### config.mk
export PLATFORM = sky130hd
export DESIGN_NAME = cicn_decim
export DESIGN_NICKNAME = d
export VERILOG_FILES = /design/src/rtl/cicn_pkg.sv /design/src/rtl/cicn_comb_stage.sv /design/src/rtl/cicn_decim.sv
export SDC_FILE = /design/constraint.sdc
export NUM_CORES = 1
export LEC_CHECK = 0
export CAP_MARGIN = 20
export CORE_ASPECT_RATIO = 2
export CORE_MARGIN = 5
export CORE_UTILIZATION = 30
export DETAILED_ROUTE_END_ITERATION = 8
export PLACE_DENSITY = 0.48
export SYNTH_ARGS = -nofsm -noshare
export SYNTH_HDL_FRONTEND = slang
export SYNTH_SLANG_ARGS = --single-unit
### constraint.sdc
create_clock -name clk -period 7.6 [get_ports clk]
set_input_delay 1.9 -clock clk [delete_from_list [all_inputs] [get_ports clk]]
set_output_delay 1.9 -clock clk [all_outputs]
set_load 0.01 [all_outputs]
### src/rtl/cicn_pkg.sv
// Shared definitions for the cicn_decim CIC decimator: datapath width,
// ratio clamping and the digital monitor select encoding.
package cicn_pkg;

  localparam int unsigned MON_SEL_W          = 4;
  localparam int unsigned WARM_W             = 3;
  localparam int unsigned MON_SEL_INTEG_BASE = 0;

  // Datapath wide enough to hold R^ORDER at the largest ratio without loss.
  function automatic int unsigned cic_out_width(input int unsigned order,
                                                input int unsigned max_log2);
    return order * max_log2 + 1;
  endfunction

  // Ratio 0 means "no decimation below 2"; anything above the build maximum clamps.
  function automatic logic [3:0] ratio_clamp(input logic [3:0] r,
                                             input int unsigned max_log2);
    if (r == 4'd0) return 4'd1;
    if (32'(r) > max_log2) return 4'(max_log2);
    return r;
  endfunction

  function automatic int unsigned mon_sel_comb_base(input int unsigned order);
    return order;
  endfunction

  function automatic int unsigned mon_sel_counter(input int unsigned order);
    return 2 * order;
  endfunction

  function automatic int unsigned mon_sel_status(input int unsigned order);
    return 2 * order + 1;
  endfunction

endpackage

### src/rtl/cicn_comb_stage.sv
// One comb (differentiator) section: y = x - x_prev, delay register advances
// only on decimation events. Subtraction wraps modulo 2^W.
module cicn_comb_stage
  import cicn_pkg::*;
#(
  parameter int unsigned W = 19
) (
  input  logic         clk,
  input  logic         reset,
  input  logic         clr_i,
  input  logic         en_i,
  input  logic [W-1:0] x_i,
  output logic [W-1:0] y_o,
  output logic [W-1:0] dly_o
);

  logic [W-1:0] dly_q, dly_d;

  assign y_o   = x_i - dly_q;
  assign dly_o = dly_q;

  // Next delay value: cleared on ratio change, captures input on an event.
  always_comb begin
    dly_d = dly_q;
    if (clr_i)     dly_d = '0;
    else if (en_i) dly_d = x_i;
  end

  // Delay register.
  always_ff @(posedge clk or posedge reset) begin
    if (reset) dly_q <= '0;
    else       dly_q <= dly_d;
  end

endmodule

### src/rtl/cicn_decim.sv
// N-th order CIC decimator for a 1-bit modulator stream with runtime
// power-of-two ratio, warm-up suppression and full-scale normalised output.
// Optional: define CIC_DIGITAL_MONITOR_EN to enable the registered monitor mux;
// otherwise digital_monitor is tied to 0.
module cicn_decim
  import cicn_pkg::*;
#(
  parameter  int unsigned ORDER          = 3,
  parameter  int unsigned MAX_RATIO_LOG2 = 6,
  localparam int unsigned OUT_WIDTH      = cic_out_width(ORDER, MAX_RATIO_LOG2)
) (
  input  logic                 clk,
  input  logic                 reset,
  input  logic                 in,
  input  logic                 in_valid,
  input  logic [3:0]           ratio_log2,
  input  logic [3:0]           digital_monitor_sel,
  output logic [OUT_WIDTH-1:0] out,
  output logic                 out_valid,
  output logic [OUT_WIDTH-1:0] digital_monitor
);

  localparam int unsigned CW = MAX_RATIO_LOG2;

  logic [3:0]           eff_now, eff_cur, ratio_q;
  logic                 ratio_ok_q, ratio_chg;
  logic [CW-1:0]        cnt_q, cnt_last;
  logic                 dec_ev, ev1_q, ev2_q;
  logic [OUT_WIDTH-1:0] integ_q [ORDER];
  logic [OUT_WIDTH-1:0] integ_d [ORDER];
  logic [OUT_WIDTH-1:0] comb_res_q, out_q, out_d;
  logic                 out_valid_q;
  logic [WARM_W-1:0]    warm_q;
`ifdef CIC_DIGITAL_MONITOR_EN
  logic [OUT_WIDTH-1:0] comb_dly [ORDER];
  logic [OUT_WIDTH-1:0] mon_q, mon_d;
`endif

  // Ratio register is "unloaded" out of reset so the first edge adopts the
  // live ratio without being treated as a change.
  assign eff_now   = ratio_clamp(ratio_log2, MAX_RATIO_LOG2);
  assign eff_cur   = ratio_ok_q ? ratio_q : eff_now;
  assign ratio_chg = ratio_ok_q && (eff_now != ratio_q);
  assign cnt_last  = CW'((32'd1 << eff_cur) - 32'd1);
  assign dec_ev    = in_valid && !ratio_chg && (cnt_q == cnt_last);

  // Effective-ratio register, sampled every clock.
  always_ff @(posedge clk or posedge reset) begin
    if (reset) begin
      ratio_q    <= '0;
      ratio_ok_q <= 1'b0;
    end else begin
      ratio_q    <= eff_now;
      ratio_ok_q <= 1'b1;
    end
  end

  // Integrator cascade: each stage accumulates the already-updated value of
  // the one before it, so the last stage includes the current sample.
  always_comb begin
    logic [OUT_WIDTH-1:0] acc;
    acc = OUT_WIDTH'(in);
    for (int unsigned i = 0; i < ORDER; i++) begin
      acc        = integ_q[i] + acc;
      integ_d[i] = acc;
    end
  end

  // Integrators and decimation counter advance only on accepted samples.
  always_ff @(posedge clk or posedge reset) begin
    if (reset) begin
      for (int unsigned i = 0; i < ORDER; i++) integ_q[i] <= '0;
      cnt_q <= '0;
    end else if (ratio_chg) begin
      for (int unsigned i = 0; i < ORDER; i++) integ_q[i] <= '0;
      cnt_q <= '0;
    end else if (in_valid) begin
      for (int unsigned i = 0; i < ORDER; i++) integ_q[i] <= integ_d[i];
      cnt_q <= dec_ev ? '0 : cnt_q + CW'(1);
    end
  end

  for (genvar i = 0; i < ORDER; i++) begin : g_comb
    logic [OUT_WIDTH-1:0] x, y, dly;
    if (i == 0) begin : g_head
      assign x = integ_q[ORDER-1];
    end else begin : g_link
      assign x = g_comb[i-1].y;
    end
    cicn_comb_stage #(.W(OUT_WIDTH)) u_comb (
      .clk   (clk),
      .reset (reset),
      .clr_i (ratio_chg),
      .en_i  (ev1_q),
      .x_i   (x),
      .y_o   (y),
      .dly_o (dly)
    );
`ifdef CIC_DIGITAL_MONITOR_EN
    assign comb_dly[i] = dly;
`else
    logic unused_dly;
    assign unused_dly = ^dly;
`endif
  end

  // Rescale so a constant-1 input reads 2^(OUT_WIDTH-1) at every ratio.
  assign out_d = comb_res_q << (ORDER * (MAX_RATIO_LOG2 - 32'(eff_cur)));

  // Event pipeline: comb result one edge after the event, output the next.
  always_ff @(posedge clk or posedge reset) begin
    if (reset) begin
      ev1_q       <= 1'b0;
      ev2_q       <= 1'b0;
      comb_res_q  <= '0;
      warm_q      <= '0;
      out_q       <= '0;
      out_valid_q <= 1'b0;
    end else begin
      out_valid_q <= 1'b0;
      if (ratio_chg) begin
        ev1_q      <= 1'b0;
        ev2_q      <= 1'b0;
        comb_res_q <= '0;
        warm_q     <= '0;
      end else begin
        ev1_q <= dec_ev;
        ev2_q <= ev1_q;
        if (ev1_q) comb_res_q <= g_comb[ORDER-1].y;
        if (ev2_q) begin
          if (32'(warm_q) < ORDER) begin
            warm_q <= warm_q + WARM_W'(1);
          end else begin
            out_q       <= out_d;
            out_valid_q <= 1'b1;
          end
        end
      end
    end
  end

  assign out       = out_q;
  assign out_valid = out_valid_q;

`ifdef CIC_DIGITAL_MONITOR_EN
  // Monitor source select.
  always_comb begin
    mon_d = '0;
    for (int unsigned i = 0; i < ORDER; i++) begin
      if (32'(digital_monitor_sel) == MON_SEL_INTEG_BASE + i) mon_d = integ_q[i];
      if (32'(digital_monitor_sel) == mon_sel_comb_base(ORDER) + i) mon_d = comb_dly[i];
    end
    if (32'(digital_monitor_sel) == mon_sel_counter(ORDER)) mon_d = OUT_WIDTH'(cnt_q);
    if (32'(digital_monitor_sel) == mon_sel_status(ORDER))  mon_d = OUT_WIDTH'({warm_q, eff_cur});
  end

  // Monitor register.
  always_ff @(posedge clk or posedge reset) begin
    if (reset) mon_q <= '0;
    else       mon_q <= mon_d;
  end

  assign digital_monitor = mon_q;
`else
  logic unused_sel;
  assign unused_sel      = ^digital_monitor_sel;
  assign digital_monitor = '0;
`endif

endmodule

==> flow_summary.yaml, run 1 <==
outcome:
  status: "finished clean"
clock_tree:
  cts_tree: "built"
  cts.sinks: 169
  cts.path.max_buffers: 2
  clk_latency_ns: 0.44
  numCtsBuffers: 17
  root_buffer: "clkbuf_16"
  cts.repair.resized: 0
  htree_levels: 4
  clk_pin_slew_ns: 0.06
  hold_buffers: 0
  post_cts_buffers: 0
sta:
  setup_violations: 0
  final.period_utilization_pct: 92.84
  layout_min_cycle_time_ns: 7.056
  clock.fmax_mhz: 141.7
  slew_headroom_pct: 41.20
  report.final.slew_viol_count: 0
  hold_violations: 0
  worst_clock_skew_ns: 0.008627
  rsz0062_at_grt: "no"
  tns_ns: 0
  tightest_slew_ns: 0.8800
logic_synthesis:
  avgSynthCellArea_um2: 8.976
  synth-seq-area-share_pct: 33.11
  netlist_area_um2: 12770
  synth_top_family_by_area: "simple AND/OR/NAND/NOR gates"
  synth_edf_count: 0
  synth_fa_ha_area_share_pct: 11.23
  ys.flop_type: "dfrtp_1"
  synth-compound-area-share_pct: 14.74
  synth_cell_types: 81
  netlist_instances: 1423
  ys_warn_count: 0
  ys_seq_elements: 169
  synth_xor_area_share_pct: 8.737
  synth_mux_area_share_pct: 10.11
  synthSimpleGateAreaFrac_pct: 16.49
  synthArstFlopShare_pct: 100.0
global_routing:
  grt_max_degree: 104
  grt_pass1_wl_um: 49560
  antenna_found_initial: 1
  grt_pass1_vias: 10200
  grt_overflow_total: 0
  track_usage_pct: 12.92
setup_path:
  worstPathRequired_ns: 7.96
  worst_path_most_repeated_cell: "ha_1"
  cp_max_fo: 5
  slowest_stage: "a311oi_1"
  worst-path-buf-inv: 1
  crit_type: "primary input to register"
  critPathCaptureType: "register"
  crit_path_start_kind: "primary input"
  critPathMaxStageDelay_ns: 0.48
  r2r-start: "g_comb[0].x[0]"
  crit_chain: "clkdlybuf4s50_1 -> ha_1 -> ha_1 -> nand3_4 -> nor2_1 -> xor2_1 -> ha_1 -> nor4_1 -> o21ai_0 -> a311oi_1 -> nor2_1 -> o31a_1 -> xor2_1 -> ha_1 -> a21oi_1 -> o21bai_1 -> a21oi_1 -> a2bb2oi_1 -> o31ai_1 -> o41ai_1 -> xnor3_1 -> or3_1 -> a21oi_2"
  path_delay_family: "compound AO/OA/AOI/OAI gates"
  cp.arrival_ns: 7.42
  crit_start: "in"
power:
  p_sw_share_pct: 40.76
  seqPwrFrac_pct: 23.3
  p_per_area_nw_per_um2: 280.5
  peakVddDrop_uv: 172.9
  power_switching_w: 0.001631
  clockPowerShare_pct: 23.7
  internal-power_w: 0.002370
  comb_power_share_pct: 53.0
  leakage_nw: 6.425
routing:
  wl_um: 29740
  drtAntennaViolNets: 0
  viasPerCell: 4.952
  drtPass1Iterations: 4
  num_vias: 9885
  drt_iter0_markers: 304
  wl_per_cell_um: 14.90
  drc_errors: 0
finish:
  drive_above_1_share_pct: 5.376
  area_growth_pct: 11.68
  nets: 1561
  final_cells: 1996
  diodes: 0
place:
  gp_congestion: 0.8101
  dp.cells: 1963
  port_buffers: 27
  place_hpwl_um: 22110
floorplanning:
  core_um2: 42440
  chipWidth_um: 155.9
  core.rowCount: 107
  boundaryPins: 51
  die_h_um: 301.8
  dieArea_um2: 47060
  initial_core_util_pct: 30.10
min_path:
  hold_class: "register to register"
  hp-start: "out[2]"
job:
  drv_cap: 0
==> power groups by stage <==
stage               sequential [W]  combinational, W  clock (W)
finish                    0.000932           0.00212   0.000948
CTS                       0.000933           0.00213   0.000989
global route              0.000935           0.00240    0.00102
floorplan                 0.000945           0.00172          0
detailed placement        0.000950           0.00213          0
global placement          0.000949           0.00210          0
==> synth_stat cells (33+ instances only) <==
cell type	count	area [um2]
ha_1	105	1314
a21oi_1	68	340.3
dfrtp_1	169	4229
mux2i_1	120	1201
nor3_1	33	165.2
clkbuf_1	36	135.1
xnor2_1	76	665.6
o21ai_0	48	240.2
nor2_1	198	743.2
inv_1	98	367.9
nand2_1	85	319.1
xor2_1	47	411.6
==> kinds of logic (layout without fill, tap and decap cells) <==
family | after synthesis | count (layout)
buf+inv | 167 | 176
compound gates | 276 | 276
fa+ha+maj | 111 | 111
simple gates | 449 | 449
flops | 169 | 169
xor+xnor | 125 | 125
mux | 124 | 124
other cells | 2 | 21
==> registers in the layout, summed over array words and instances, names as in the netlist <==
register	flops
out	19
ratio_ok_q	1
out_valid	1
integ_q	38
ratio_q	4
warm_q	3
g_comb.u_comb.dly_o	57
g_comb.x	19
cnt_q	6
ev1_q	1
comb_res_q	19
ev2_q	1
==> worst paths after layout <==
| path | to | slack, ns | cells after the start |
|---|---|---|---|
| max in group asynchronous | g_comb[0].u_comb.dly_o[14] | 4.62 | 4 |
| setup reg to reg | comb_res_q[18] | 1.89 | 24 |
| hold reg to reg | out[2] | 0.48 | 2 |
| hold / removal | out[2] | 0.48 | 2 |
| setup / recovery | g_comb[0].x[18] | 0.54 | 23 |
| min in group asynchronous | integ_q[19] | 1.83 | 2 |
==> tightest hold or removal path, delay by kind of cell (launching register included) <==
kind | cells | cell delay [ns]
simple gates | 1 | 0.05
flops | 1 | 0.34
compound gates | 1 | 0.06
==> cell usage in the layout, fill, tap and decap left out, types with 10 or more instances in the layout <==
cell and instances:
a21o_1 18, a21oi_1 68, conb_1 21, and3_1 23, inv_1 97, clkdlybuf4s50_1 26, xor2_1 47, buf_4 17
a211oi_1 17, o31ai_1 10, xnor2_1 76, o21bai_1 11, nor2b_1 14, mux2i_1 119, nand2b_1 23, a31oi_1 10
nor3_1 33, nand3_1 23, nor2_1 196, dfrtp_1 168, o21ai_0 48, ha_1 105, clkbuf_16 17, o21a_1 15
nand2_1 85, a22o_1 10
==> metrics by stage <==
stage	instance area (um2)	utilization, %	setup WS (ns)	hold WS, ns	power (W)
floorplan	12840	-	1.125	0.4771	0.002660
global placement	13610	32.06	0.1274	0.4692	0.003046
detailed placement	13610	32.06	0.1196	0.4739	0.003077
CTS	14240	33.55	0.5617	0.4884	0.004050
global route	14260	33.61	0.1610	0.5124	0.004356
finish	14260	33.61	0.5439	0.4809	0.004001
==> area by class of cell <==
class                      count  area (um2)
fill                        4439       28170
multi-input combinational   1106        7923
sequential                   169        4233
tap                          545       681.9
clock buffer                  21       460.4
timing repair buffer          45       420.4
inverter                      99       376.6
clock inverter                11       170.2
==> routing by layer <==
| metal | routed length [um] | up-vias | track usage [%] | share of wire, % |
|---|---|---|---|---|
| li1 | - | 4968 | - | - |
| met3 | 642 | 60 | 1.832 | 2.2 |
| met1 | 10730 | 4730 | 12.17 | 36 |
| met5 | 0 | - | 0 | 0 |
| met2 | 17450 | 127 | 26.78 | 59 |
| met4 | 910 | 0 | 5.216 | 3.1 |
Note: power is estimated with default switching activity, not from simulation.
==> inputs of run 2 (changes only) <==
CAP_MARGIN = 15   (was 20)
==> run 2 against run 1 <==
- non-clock buffer count is 1 lower
- highest routed layer unchanged
- power hardly changed
- wire length decreased by 0.17%
- clock power barely moved
- core utilization decreased by 0.065 points
- die area is the same
- largest cell class unchanged
==> flow_summary.yaml, run 2 (same netlist as run 1, synthesis figures left out) <==
outcome:
  status: "finished clean"
setup_path:
  worst-path-buf-inv: 2
  cp_max_fo: 4
  crit_chain: "clkdlybuf4s50_1 -> ha_1 -> and3_1 -> and3_1 -> and3_1 -> xor2_1 -> ha_1 -> or3_1 -> a311o_1 -> a221o_2 -> a21o_1 -> a21oi_1 -> xnor2_1 -> ha_1 -> inv_1 -> o21bai_1 -> a21oi_1 -> a2bb2oi_1 -> o31ai_1 -> o41ai_1 -> xnor3_1 -> or3_1 -> a21oi_2"
  r2r-start: "g_comb[0].x[0]"
  crit_path_start_kind: "primary input"
  worstPathRequired_ns: 7.96
  critPathMaxStageDelay_ns: 0.41
  reg2reg_depth: 24
  slowest_stage: "clkdlybuf4s50_1"
  crit_type: "primary input to register"
  rr_endpoint: "comb_res_q[18]"
  cp.arrival_ns: 7.42
  critPathCaptureType: "register"
  path_delay_family: "compound AO/OA/AOI/OAI gates"
  rrSetupSlack_ns: 1.90
finish:
  fillers: 4441
  final-seq-area_um2: 4233
  area_growth_pct: 11.46
  final_cells: 1995
  multi_input_area_um2: 7923
  final_area_um2: 14240
  mostFrequentLayoutCells: "nor2_1, dfrtp_1, mux2i_1"
  drive_above_1_share_pct: 5.310
  largest_reg_flops: 57
  diodes: 0
  layout_commonest_cell: "nor2_1"
  nets: 1560
global_routing:
  grt_max_degree: 104
  track_usage_pct: 12.92
  grt_pass1_vias: 10200
  grt_overflow_total: 0
  grt_pass1_wl_um: 49560
  antenna_found_initial: 1
sta:
  clock.fmax_mhz: 141.7
  report.final.slew_viol_count: 0
  tightest_slew_ns: 1.017
  slew_headroom_pct: 32.19
  layout_min_cycle_time_ns: 7.057
  final.period_utilization_pct: 92.86
  hold_violations: 0
  tns_ns: 0
  setup_violations: 0
  rsz0062_at_grt: "no"
  worst_clock_skew_ns: 0.008490
routing:
  wl_per_cell_um: 14.88
  drtAntennaViolNets: 0
  drc_errors: 0
  drtPass1Iterations: 4
  drt_iter0_markers: 310
  wl_um: 29690
  num_vias: 9848
  viasPerCell: 4.936
floorplanning:
  core.rowCount: 107
  core_um2: 42440
  initial_core_util_pct: 30.10
  die_h_um: 301.8
  chipWidth_um: 155.9
  boundaryPins: 51
  dieArea_um2: 47060
min_path:
  hp-start: "out[2]"
  hold_class: "register to register"
  holdPathStages: 2
  whs_endpoint: "out[2]"
place:
  dp.cells: 1963
  gp_congestion: 0.8101
  dpl_cell_area_um2: 13610
  place_hpwl_um: 22110
  port_buffers: 27
clock_tree:
  cts.path.max_buffers: 2
  numCtsBuffers: 17
  clk_latency_ns: 0.44
  clk_pin_slew_ns: 0.06
  hold_buffers: 0
  cts.repair.resized: 0
  post_cts_buffers: 0
  cts_tree: "built"
  htree_levels: 4
  root_buffer: "clkbuf_16"
  cts.sinks: 169
power:
  p_per_area_nw_per_um2: 280.9
  peakVddDrop_uv: 172.6
  leakage_nw: 6.412
job:
  drv_cap: 0
==> run 2: cell types whose count changed in the layout (fill, tap and decap cells not counted) <==
| cell | change |
|---|---|
| buf_16 | -1 |
==> run 2: per-stage QoR <==
step | hold WS [ns] | worst slack, ns | power, W | utilization [%]
5_1_grt | 0.5124 | 0.1610 | 0.004354 | 33.55
3_5_place_dp | 0.4739 | 0.1196 | 0.003077 | 32.06
2_1_floorplan | 0.4771 | 1.125 | 0.002660 | -
4_1_cts | 0.4884 | 0.5617 | 0.004050 | 33.55
6_report | 0.4809 | 0.5428 | 0.003999 | 33.55
3_3_place_gp | 0.4692 | 0.1274 | 0.003046 | 32.06
==> run 2: worst max path at each step <==
stage           from               to  slack, ns  cells past startpoint
2_1_floorplan  reset         cnt_q[0]       1.12                      1
3_3_place_gp      in  g_comb[0].x[18]       0.13                     23
3_5_place_dp      in  g_comb[0].x[18]       0.12                     23
4_1_cts           in  g_comb[0].x[18]       0.56                     23
5_1_grt           in  g_comb[0].x[18]       0.16                     23
6_report          in  g_comb[0].x[18]       0.54                     23
==> run 2: layout make-up <==
class	instances	area share (%)
multi-input combinational	1106	55.65
clock buffer	21	3.234
timing repair buffer	44	2.759
inverter	99	2.645
tap	545	4.790
clock inverter	11	1.195
sequential	169	29.73
==> run 2: layer usage <==
| metal | track usage, % | wire [um] | part of all wire [%] | vias up |
|---|---|---|---|---|
| li1 | - | - | - | 4960 |
| met1 | 12.17 | 10670 | 36 | 4702 |
| met2 | 26.78 | 17470 | 59 | 130 |
| met3 | 1.832 | 645 | 2.2 | 56 |
| met4 | 5.216 | 901 | 3.0 | 0 |
| met5 | 0 | 0 | 0 | - |
==> run 2: report_power, final <==
| part | switching, W | internal [W] | total (W) | leakage, nW |
|---|---|---|---|---|
| combinational | 0.00123 | 0.000887 | 0.00212 | 3.78 |
| clock | 0.000380 | 0.000568 | 0.000948 | 0.299 |
| sequential | 0.0000178 | 0.000914 | 0.000932 | 2.34 |
| total | 0.00163 | 0.00237 | 0.00400 | 6.41 |
==> run 2: worst min-delay path, stage by stage, from the launching register on <==
cell     delay [ns]
dfrtp_1        0.34
nand2_1        0.05
o21ai_0        0.06
